[src/rtl/fdiv_round_if.sv]
// Handshake and data bundle between the divider core, the round/pack stage
// and its consumer.
interface fdiv_round_if #(
    parameter int QW = 27,
    parameter int EW = 10
);
    logic          in_valid_i;
    logic          in_ready_o;
    logic          sign_i;
    logic [EW-1:0] exp_i;
    logic [QW-1:0] q_i;
    logic          sticky_i;
    logic          a_zero_i;
    logic          a_inf_i;
    logic          a_nan_i;
    logic          b_zero_i;
    logic          b_inf_i;
    logic          b_nan_i;
    logic [1:0]    rm_i;
    logic          out_valid_o;
    logic          out_ready_i;
    logic [31:0]   result_o;
    logic [4:0]    flags_o;

    // Round/pack stage side.
    modport slave (
        input  in_valid_i, sign_i, exp_i, q_i, sticky_i,
               a_zero_i, a_inf_i, a_nan_i, b_zero_i, b_inf_i, b_nan_i,
               rm_i, out_ready_i,
        output in_ready_o, out_valid_o, result_o, flags_o
    );

    // Producer/consumer side.
    modport master (
        output in_valid_i, sign_i, exp_i, q_i, sticky_i,
               a_zero_i, a_inf_i, a_nan_i, b_zero_i, b_inf_i, b_nan_i,
               rm_i, out_ready_i,
        input  in_ready_o, out_valid_o, result_o, flags_o
    );
endinterface

[src/rtl/fdiv_round.sv]
// Single-precision divider post-processing: normalise the raw quotient,
// round in the selected mode, resolve overflow/underflow/special operands
// and pack a binary32 result with {NV, DZ, OF, UF, NX}. Two stages with
// valid/ready flow control on both sides.
module fdiv_round #(
    parameter int QW = 27,
    parameter int EW = 10
) (
    input logic         clk_i,
    input logic         rst_ni,
    fdiv_round_if.slave bus
);
    typedef enum logic [1:0] {
        RM_RNE = 2'b00,
        RM_RTZ = 2'b01,
        RM_RUP = 2'b10,
        RM_RDN = 2'b11
    } rm_e;

    localparam logic signed [EW:0] E_ONE  = (EW+1)'(1);
    localparam logic signed [EW:0] E_ZERO = '0;
    localparam logic signed [EW:0] E_MAX  = (EW+1)'(255);

    // Stage 1: normalised operand state.
    logic                 s1_valid_q, s1_valid_d;
    logic                 s1_sign_q,  s1_sign_d;
    logic [1:0]           s1_rm_q,    s1_rm_d;
    logic [5:0]           s1_cls_q,   s1_cls_d;   // {a_zero, a_inf, a_nan, b_zero, b_inf, b_nan}
    logic [23:0]          s1_m_q,     s1_m_d;
    logic                 s1_g_q,     s1_g_d;
    logic                 s1_s_q,     s1_s_d;
    logic signed [EW:0]   s1_e_q,     s1_e_d;

    // Stage 2: packed result.
    logic                 s2_valid_q,  s2_valid_d;
    logic [31:0]          s2_result_q, s2_result_d;
    logic [4:0]           s2_flags_q,  s2_flags_d;

    logic s2_adv, s1_adv;

    // Per-stage advance: a stage moves when it is empty or its successor moves.
    assign s2_adv = !s2_valid_q || bus.out_ready_i;
    assign s1_adv = !s1_valid_q || s2_adv;

    assign bus.in_ready_o  = s1_adv;
    assign bus.out_valid_o = s2_valid_q;
    assign bus.result_o    = s2_result_q;
    assign bus.flags_o     = s2_flags_q;

    // Stage 1 next state: pick the leading-one window of the quotient.
    always_comb begin
        // NOTE: every output gets a hold value first so no path leaves it
        // unassigned, which would otherwise infer a latch.
        s1_valid_d = s1_valid_q;
        s1_sign_d  = s1_sign_q;
        s1_rm_d    = s1_rm_q;
        s1_cls_d   = s1_cls_q;
        s1_m_d     = s1_m_q;
        s1_g_d     = s1_g_q;
        s1_s_d     = s1_s_q;
        s1_e_d     = s1_e_q;
        if (s1_adv) begin
            s1_valid_d = bus.in_valid_i;
            if (bus.in_valid_i) begin
                s1_sign_d = bus.sign_i;
                s1_rm_d   = bus.rm_i;
                s1_cls_d  = {bus.a_zero_i, bus.a_inf_i, bus.a_nan_i,
                             bus.b_zero_i, bus.b_inf_i, bus.b_nan_i};
                if (bus.q_i[QW-1]) begin
                    s1_m_d = bus.q_i[QW-1 -: 24];
                    s1_g_d = bus.q_i[QW-25];
                    s1_s_d = (|bus.q_i[QW-26:0]) | bus.sticky_i;
                    s1_e_d = {bus.exp_i[EW-1], bus.exp_i};
                end else begin
                    s1_m_d = bus.q_i[QW-2 -: 24];
                    s1_g_d = bus.q_i[QW-26];
                    s1_s_d = (|bus.q_i[QW-27:0]) | bus.sticky_i;
                    s1_e_d = {bus.exp_i[EW-1], bus.exp_i} - E_ONE;
                end
            end
        end
    end

    logic               inc;
    logic [24:0]        m_sum;
    logic [23:0]        m_rnd;
    logic signed [EW:0] e_rnd;
    logic               to_inf;
    logic [31:0]        res;
    logic [4:0]         flg;

    // Stage 2 next state: round, range-check, then let specials override.
    always_comb begin
        inc = 1'b0;
        unique case (rm_e'(s1_rm_q))
            RM_RNE:  inc = s1_g_q & (s1_s_q | s1_m_q[0]);
            RM_RTZ:  inc = 1'b0;
            RM_RUP:  inc = (s1_g_q | s1_s_q) & !s1_sign_q;
            RM_RDN:  inc = (s1_g_q | s1_s_q) &  s1_sign_q;
            default: inc = 1'b0;
        endcase
        m_sum = {1'b0, s1_m_q} + {24'd0, inc};
        m_rnd = m_sum[23:0];
        e_rnd = s1_e_q;
        if (m_sum[24]) begin
            m_rnd = m_sum[24:1];
            e_rnd = s1_e_q + E_ONE;
        end

        res    = {s1_sign_q, e_rnd[7:0], m_rnd[22:0]};
        flg    = {4'b0000, s1_g_q | s1_s_q};
        to_inf = (rm_e'(s1_rm_q) == RM_RNE)
              || (rm_e'(s1_rm_q) == RM_RUP && !s1_sign_q)
              || (rm_e'(s1_rm_q) == RM_RDN &&  s1_sign_q);
        if (e_rnd >= E_MAX) begin
            res = to_inf ? {s1_sign_q, 8'hFF, 23'd0} : {s1_sign_q, 31'h7F7F_FFFF};
            flg = 5'b00101;
        end else if (e_rnd <= E_ZERO) begin
            res = {s1_sign_q, 31'd0};
            flg = 5'b00011;
        end

        // Operand classes, highest priority first.
        if (s1_cls_q[3] || s1_cls_q[0] || (s1_cls_q[5] && s1_cls_q[2])
                || (s1_cls_q[4] && s1_cls_q[1])) begin
            res = 32'h7FC0_0000;
            flg = {(s1_cls_q[5] && s1_cls_q[2]) || (s1_cls_q[4] && s1_cls_q[1]), 4'b0000};
        end else if (s1_cls_q[4]) begin
            res = {s1_sign_q, 8'hFF, 23'd0};
            flg = 5'b00000;
        end else if (s1_cls_q[2]) begin
            res = {s1_sign_q, 8'hFF, 23'd0};
            flg = 5'b01000;
        end else if (s1_cls_q[1] || s1_cls_q[5]) begin
            res = {s1_sign_q, 31'd0};
            flg = 5'b00000;
        end

        s2_valid_d  = s2_valid_q;
        s2_result_d = s2_result_q;
        s2_flags_d  = s2_flags_q;
        if (s2_adv) begin
            s2_valid_d = s1_valid_q;
            if (s1_valid_q) begin
                s2_result_d = res;
                s2_flags_d  = flg;
            end
        end
    end

    // Pipeline registers.
    always_ff @(posedge clk_i or negedge rst_ni) begin
        // NOTE: datapath registers are reset too, because result_o and
        // flags_o must read zero while reset is held, not just the valids.
        if (!rst_ni) begin
            s1_valid_q  <= 1'b0;
            s1_sign_q   <= 1'b0;
            s1_rm_q     <= 2'b00;
            s1_cls_q    <= '0;
            s1_m_q      <= '0;
            s1_g_q      <= 1'b0;
            s1_s_q      <= 1'b0;
            s1_e_q      <= '0;
            s2_valid_q  <= 1'b0;
            s2_result_q <= '0;
            s2_flags_q  <= '0;
        end else begin
            // NOTE: non-blocking updates so every flop samples pre-edge values.
            s1_valid_q  <= s1_valid_d;
            s1_sign_q   <= s1_sign_d;
            s1_rm_q     <= s1_rm_d;
            s1_cls_q    <= s1_cls_d;
            s1_m_q      <= s1_m_d;
            s1_g_q      <= s1_g_d;
            s1_s_q      <= s1_s_d;
            s1_e_q      <= s1_e_d;
            s2_valid_q  <= s2_valid_d;
            s2_result_q <= s2_result_d;
            s2_flags_q  <= s2_flags_d;
        end
    end
endmodule

[src/flat_wrapper.sv]
// flat-port wrapper written by rule: the top's interface ports become plain ports
module fdiv_round_flat 
#(
    parameter int QW = 27,
    parameter int EW = 10
)
  (clk_i, rst_ni, bus_in_valid_i, bus_sign_i, bus_exp_i, bus_q_i, bus_sticky_i, bus_a_zero_i, bus_a_inf_i, bus_a_nan_i, bus_b_zero_i, bus_b_inf_i, bus_b_nan_i, bus_rm_i, bus_out_ready_i, bus_in_ready_o, bus_out_valid_o, bus_result_o, bus_flags_o);
  fdiv_round_if #(.QW(QW), .EW(EW)) bus_i ();
  input logic clk_i;
  input logic rst_ni;
  input wire logic [$bits(bus_i.in_valid_i)-1:0] bus_in_valid_i;
  input wire logic [$bits(bus_i.sign_i)-1:0] bus_sign_i;
  input wire logic [$bits(bus_i.exp_i)-1:0] bus_exp_i;
  input wire logic [$bits(bus_i.q_i)-1:0] bus_q_i;
  input wire logic [$bits(bus_i.sticky_i)-1:0] bus_sticky_i;
  input wire logic [$bits(bus_i.a_zero_i)-1:0] bus_a_zero_i;
  input wire logic [$bits(bus_i.a_inf_i)-1:0] bus_a_inf_i;
  input wire logic [$bits(bus_i.a_nan_i)-1:0] bus_a_nan_i;
  input wire logic [$bits(bus_i.b_zero_i)-1:0] bus_b_zero_i;
  input wire logic [$bits(bus_i.b_inf_i)-1:0] bus_b_inf_i;
  input wire logic [$bits(bus_i.b_nan_i)-1:0] bus_b_nan_i;
  input wire logic [$bits(bus_i.rm_i)-1:0] bus_rm_i;
  input wire logic [$bits(bus_i.out_ready_i)-1:0] bus_out_ready_i;
  output wire logic [$bits(bus_i.in_ready_o)-1:0] bus_in_ready_o;
  output wire logic [$bits(bus_i.out_valid_o)-1:0] bus_out_valid_o;
  output wire logic [$bits(bus_i.result_o)-1:0] bus_result_o;
  output wire logic [$bits(bus_i.flags_o)-1:0] bus_flags_o;
  assign bus_i.in_valid_i = bus_in_valid_i;
  assign bus_i.sign_i = bus_sign_i;
  assign bus_i.exp_i = bus_exp_i;
  assign bus_i.q_i = bus_q_i;
  assign bus_i.sticky_i = bus_sticky_i;
  assign bus_i.a_zero_i = bus_a_zero_i;
  assign bus_i.a_inf_i = bus_a_inf_i;
  assign bus_i.a_nan_i = bus_a_nan_i;
  assign bus_i.b_zero_i = bus_b_zero_i;
  assign bus_i.b_inf_i = bus_b_inf_i;
  assign bus_i.b_nan_i = bus_b_nan_i;
  assign bus_i.rm_i = bus_rm_i;
  assign bus_i.out_ready_i = bus_out_ready_i;
  assign bus_in_ready_o = bus_i.in_ready_o;
  assign bus_out_valid_o = bus_i.out_valid_o;
  assign bus_result_o = bus_i.result_o;
  assign bus_flags_o = bus_i.flags_o;
  fdiv_round #(.QW(QW), .EW(EW)) u_core (.clk_i(clk_i), .rst_ni(rst_ni), .bus(bus_i));
endmodule
[config.mk]
export PLATFORM = sky130hd
export DESIGN_NAME = fdiv_round_flat
export DESIGN_NICKNAME = d
export VERILOG_FILES = /design/src/rtl/fdiv_round_if.sv /design/src/rtl/fdiv_round.sv /design/src/flat_wrapper.sv
export SDC_FILE = /design/constraint.sdc
export NUM_CORES = 1
export LEC_CHECK = 0
export CORE_MARGIN = 2
export CORE_UTILIZATION = 32
export DETAILED_ROUTE_END_ITERATION = 8
export GPL_ROUTABILITY_DRIVEN = 1
export PLACE_DENSITY_LB_ADDON = 0.3
export SLEW_MARGIN = 5
export SYNTH_ARGS = -nofsm -noshare
export SYNTH_HDL_FRONTEND = slang
export SYNTH_SLANG_ARGS = --single-unit
[constraint.sdc]
create_clock -name clk_i -period 10.6 [get_ports clk_i]
set_clock_uncertainty 0.2 [all_clocks]
set_input_delay 2.12 -clock clk_i [delete_from_list [all_inputs] [get_ports clk_i]]
set_output_delay 2.12 -clock clk_i [all_outputs]
set_load 0.02 [all_outputs]
==> out/results.ini, run 1 <==
[clocking]
clk_latency_ns = 0.34
cts_made_buffers = 9
cts_sinks = 85
hold_buffers = 0
clk_pin_slew_ns = 0.06
clk_path_buf_depth = 2
cts-root-buf = clkbuf_16
cts_setup_buffers = 0
cts_max_level = 3
cts-resized-gates = 0
cts_tree = built

[sta]
rsz0062_at_grt = false
timing.hold.ws_ns = 0.282
setup_viol = 0
setup_tns_ns = 0
hold_violations = 0
min_period_ns = 5.69
maxSlewViolCount = 0
maxSlewHeadroom_pct = 31.3
max_freq_mhz = 176
tightest_slew_ns = 1.03
finalCritPeriodShare_pct = 53.7

[critical_path]
cp.required_ns = 8.28
end_kind = primary output
crit_fanout = 3
path_class = in2out
crit_path_cell_trace = clkdlybuf4s50_1 -> nand3b_1 -> clkdlybuf4s50_1
slowest_stage = clkdlybuf4s50_1
r2r_start = u_core.s1_rm_q[1]$_DFFE_PN0P_
slowest_delay_ns = 0.62
rrSetupSlack_ns = 5.85
cp-start-kind = primary input
path_common_cell = clkdlybuf4s50_1
crit_arrival_ns = 3.37
rr_worst_depth = 15
r2r_end = u_core.bus.result_o[14]$_DFFE_PN0P_

[final_layout]
mostFrequentLayoutCell = nand2_1
n_antenna_cell = 0
layoutNonFillerInstCount = 781
layout_common_cells = 94 x nand2_1, 88 x clkdlybuf4s50_1, 85 x dfrtp_1
nFillCells = 1458
final_nets = 648
drive_gt1_share_pct = 7.71
finish.utilization_pct = 42.0
fin_area_um2 = 6140
area_delta_synth_final_pct = 27.2

[synthesis]
syn-num-nets = 576
syn_area_per_cell_um2 = 9.29
syn_area_um2 = 4830
syn_inst = 520
synth.distinct_cells = 56
ys_ff_latch = 85
synthArstFlopShare_pct = 100
synth_ff_type = dfrtp_1
yosys_warnings = 0
yosysSeqAreaShare_pct = 44.0
synth_edf_count = 0

[power]
leakage_nw = 2.50
peakVddDrop_uv = 79.9
power_density_nw_per_um2 = 149
seqPwrFrac_pct = 44.0
p_int_mw = 0.633
switchingPower_mw = 0.282
clockPowerShare_pct = 34.7
p_sw_share_pct = 30.8
p_comb_share_pct = 21.4

[die]
io_pins = 90
core_um2 = 14600
fp.dieW_um = 127
die_area_um2 = 16100
die_h_um = 127
start_util_pct = 33.0
rows = 44

[global_routing]
antenna_found_initial = 0
grt_pass1_wl_mm = 19.8
overflow = 0
grtUsageTotal_pct = 15.0
grt_max_degree = 86
grt_pass1_vias = 3901

[placement]
hpwl_mm = 8.87
numPortBuffers = 89
placed_cells = 765
gp_congestion = 0.895
placed_cell_area_um2 = 5840

[detailed_routing]
via_per_inst = 5.05
drc_errors = 0
wl_per_cell_um = 14.8
first_pass_iters = 4
ant_nets = 0
drt_iter0_markers = 234
wirelength_mm = 11.6
vias = 3942

[run_status]
status = finished, final reports clean

[job]
max_cap_violations = 0

[worst_hold_path]
whs_endpoint = u_core.s1_m_q[23]$_DFFE_PN0P_
min_path_cells = 2
min_from = u_core.s1_m_q[23]$_DFFE_PN0P_
hold_class = reg2reg

[worst max path at each step]
stage                         start              to  slack, ns  cells after the start
floorplan           bus_out_ready_i  bus_in_ready_o       5.88                      1
global placement    bus_out_ready_i  bus_in_ready_o       4.92                      3
detailed placement  bus_out_ready_i  bus_in_ready_o       4.91                      3
CTS                 bus_out_ready_i  bus_in_ready_o       4.91                      3
global route        bus_out_ready_i  bus_in_ready_o       4.86                      3
finish              bus_out_ready_i  bus_in_ready_o       4.91                      3
[logic make-up (layout without fill, tap and decap cells)]
kind of cell / after synthesis / in the layout / share of synthesized area [%]
AND/OR/NAND/NOR: 184 / 184 / 18.6
AO/OA/AOI/OAI: 125 / 125 / 16.3
flip-flops: 85 / 85 / 44.0
XOR/XNOR: 42 / 42 / 7.61
buffers and inverters: 42 / 119 / 4.09
multiplexers: 37 / 37 / 8.03
adder cells (fa/ha/maj): 5 / 5 / 1.29
[stage by stage]
step	worst slack (ns)	power (mW)
floorplan	5.88	0.528
global placement	4.92	0.598
detailed placement	4.91	0.604
CTS	4.91	0.925
global route	4.86	0.966
finish	4.91	0.916
[per-layer routing]
| layer | global-route usage (%) | up-vias | routed length [um] |
|---|---|---|---|
| li1 | - | 2002 | - |
| met1 | 22.3 | 1817 | 5920 |
| met2 | 22.5 | 110 | 4960 |
| met3 | 2.78 | 13 | 529 |
| met4 | 4.07 | 0 | 151 |
| met5 | 0 | - | 0 |
[Yosys cell counts (3+ instances only)]
cell type	number	area (um2)
mux2i_1	25	250
nand3_1	13	65.1
a21oi_1	14	70.1
nand2_1	95	357
buf_2	5	25.0
mux2_2	11	124
o21ai_0	40	200
nor4_1	7	43.8
inv_1	9	33.8
buf_1	4	15.0
nand4_1	11	68.8
and2_1	3	18.8
nand2b_1	4	25.0
and3_1	4	25.0
o21ai_1	24	120
xnor2_1	29	254
a32oi_1	11	96.3
nor3_1	9	45.0
ha_1	5	62.6
dfrtp_1	85	2130
o22a_1	5	43.8
nor2_1	20	75.1
xor2_1	13	114
a22oi_1	11	82.6
clkbuf_1	20	75.1
buf_6	3	33.8
a21o_1	3	22.5
a31oi_1	4	25.0
[critical path: cells and delay by family]
family,cells,cell delay (ns)
buffers and inverters,2,1.08
and+or+nand+nor,1,0.16
[layout make-up]
| cell class | instances | area [um2] | area share, % |
|---|---|---|---|
| Timing Repair Buffer | 94 | 926 | 15.1 |
| Tap cell | 184 | 230 | 3.75 |
| Sequential cell | 85 | 2130 | 34.6 |
| Clock buffer | 9 | 225 | 3.67 |
| Clock inverter | 7 | 81.3 | 1.32 |
| Multi-Input combinational cell | 393 | 2520 | 41.0 |
| Inverter | 9 | 33.8 | 0.550 |
[power by group through the flow]
stage	combinational (mW)	sequential, mW	clock [mW]
after floorplan	0.130	0.399	0
after global placement	0.193	0.406	0
after detailed placement	0.196	0.409	0
after CTS	0.198	0.403	0.325
after global routing	0.219	0.410	0.337
final	0.196	0.403	0.317
[registers in the layout, indices dropped and copies added, names as in the netlist, 2 cells and up]
signal / flops
u_core.s1_e_q: 11
u_core.s1_cls_q: 6
u_core.s1_rm_q: 2
u_core.bus.result_o: 32
u_core.bus.flags_o: 5
u_core.s1_m_q: 24
No activity file was read; power rests on OpenSTA's default activity.
==> run 2: changes to the inputs <==
Clock period 10.6 ns to 5.2 ns, I/O delays scaled along.
==> run 2 against run 1 <==
Net effect: clock-buffer cell count up 2; worst hold slack gained 0.0026 ns; flip-flop and latch count unchanged; wire length grew 4.6%; largest power group unchanged.
==> out/results.ini, run 2 (synthesized netlist as in run 1, its figures left out) <==
[critical_path]
crit_arrival_ns = 4.35
path_common_cell = ha_1
end_kind = flip-flop
path_class = reg2reg
slowest_stage = nor4_1
cp_num_buf_inv = 0
crit_path_cell_trace = and2_1 -> ha_1 -> nor2b_1 -> a21oi_1 -> o22ai_1 -> ha_1 -> ha_1 -> nand3_2 -> nor4_1 -> nand4_1 -> mux2i_1 -> nand4_1 -> a32oi_1 -> o21ai_1
slowest_delay_ns = 0.64
cp.required_ns = 5.20
crit_fanout = 11
cp-start-kind = flip-flop
critical-path-top-delay-family = simple AND/OR/NAND/NOR gates

[detailed_routing]
met3WireLength_um = 611
wl_met2_mm = 5.23
wirelength_mm = 12.1
via_per_inst = 5.11
drt_iter0_markers = 247
ant_nets = 0
wl_per_cell_um = 15.4
first_pass_iters = 7
top_layer_used = met4
met1_length_mm = 6.05
vias = 4004
drc_errors = 0

[sta]
rsz0062_at_grt = false
maxSlewHeadroom_pct = 31.1
min_period_ns = 4.35
finalCritPeriodShare_pct = 83.6
hold_violations = 0
max_freq_mhz = 230
setup_viol = 0
maxSlewViolCount = 0
setup_slack_ns = 0.855
tightest_slew_ns = 1.03
timing.hold.ws_ns = 0.284
setup_tns_ns = 0

[clocking]
cts-root-buf = clkbuf_16
cts_tree = built
cts_sinks = 85
cts_made_buffers = 9
cts_max_level = 3
clk_latency_ns = 0.34
clk_pin_slew_ns = 0.06
clk_path_buf_depth = 2
cts_setup_buffers = 0
cts-resized-gates = 0
hold_buffers = 0

[global_routing]
grt_pass1_vias = 3910
grt_max_degree = 86
grt_pass1_wl_mm = 19.9
antenna_found_initial = 0
grtUsageTotal_pct = 15.3
overflow = 0

[die]
core_um2 = 14600
rows = 44
start_util_pct = 33.0
die_area_um2 = 16100
fp.dieW_um = 127
die_h_um = 127
io_pins = 90

[job]
max_cap_violations = 0

[final_layout]
n_antenna_cell = 0
nFillCells = 1478
fin_area_um2 = 6140
layout_common_cells = 94 x nand2_1, 88 x clkdlybuf4s50_1, 85 x dfrtp_1
mostFrequentLayoutCell = nand2_1
finish.utilization_pct = 41.9
area_delta_synth_final_pct = 27.1
largest_reg_flops = 32
layoutNonFillerInstCount = 783
final_nets = 650
drive_gt1_share_pct = 8.01

[placement]
hpwl_mm = 9.17
preCtsSetupSlack_ns = 0.937
gp_congestion = 0.956
placed_cell_area_um2 = 5850
placed_cells = 767
numPortBuffers = 89

[power]
power_density_nw_per_um2 = 300
p_total_mw = 1.84
leakage_nw = 2.50
peakVddDrop_uv = 154

[run_status]
status = finished, final reports clean

[worst_hold_path]
hold_class = reg2reg

[run 2: cell count changes in the layout (fill, tap and decap cells not counted)]
| cell | before | now |
|---|---|---|
| bufinv_16 | 1 | 0 |
| clkbuf_8 | 0 | 2 |
| inv_6 | 2 | 1 |
| clkinvlp_4 | 1 | 2 |
| clkinv_4 | 3 | 0 |
| clkinv_2 | 0 | 2 |
| buf_4 | 6 | 8 |
[run 2: tightest hold or removal path, delay by kind of cell, from the launching register on]
family	cells	cell delay (ns)
DFF	1	0.34
and+or+nand+nor	1	0.05
AOI/OAI and AO/OA	1	0.06
[run 2: per-layer routing]
layer	global-route usage (%)	vias up
met5	0	-
li1	-	2004
met4	5.11	0
met2	22.8	105
met3	2.83	14
met1	22.4	1881
[run 2: worst paths after layout]
kind                            slack [ns]                               from                                 end  depth (start not counted)
worst max-delay path                  0.85      u_core.s1_rm_q[0]$_DFFE_PN0P_  u_core.bus.result_o[9]$_DFFE_PN0P_                         14
worst min-delay path                  0.28  u_core.bus.flags_o[1]$_DFFE_PN0P_   u_core.bus.flags_o[1]$_DFFE_PN0P_                          2
worst max register to register        0.85      u_core.s1_rm_q[0]$_DFFE_PN0P_  u_core.bus.result_o[9]$_DFFE_PN0P_                         14
worst min register to register        0.28  u_core.bus.flags_o[1]$_DFFE_PN0P_   u_core.bus.flags_o[1]$_DFFE_PN0P_                          2
max in group asynchronous             3.46                             rst_ni       u_core.s1_m_q[18]$_DFFE_PN0P_                          1
min in group asynchronous             0.68                             rst_ni      u_core.s1_cls_q[3]$_DFFE_PN0P_                          1
[run 2: area by class of cell]
cell class / count / area [um2] / area share (%)
Clock buffer: 11 / 253 / 4.12
Tap cell: 184 / 230 / 3.75
Multi-Input combinational cell: 393 / 2520 / 41.1
Sequential cell: 85 / 2130 / 34.6
Inverter: 9 / 33.8 / 0.550
Clock inverter: 5 / 33.8 / 0.550
Timing Repair Buffer: 96 / 941 / 15.3
[run 2: report_power, final]
group / switching, mW / internal (mW)
Combinational: 0.218 / 0.190
Clock: 0.259 / 0.349
Sequential: 0.0965 / 0.727
Total: 0.573 / 1.27
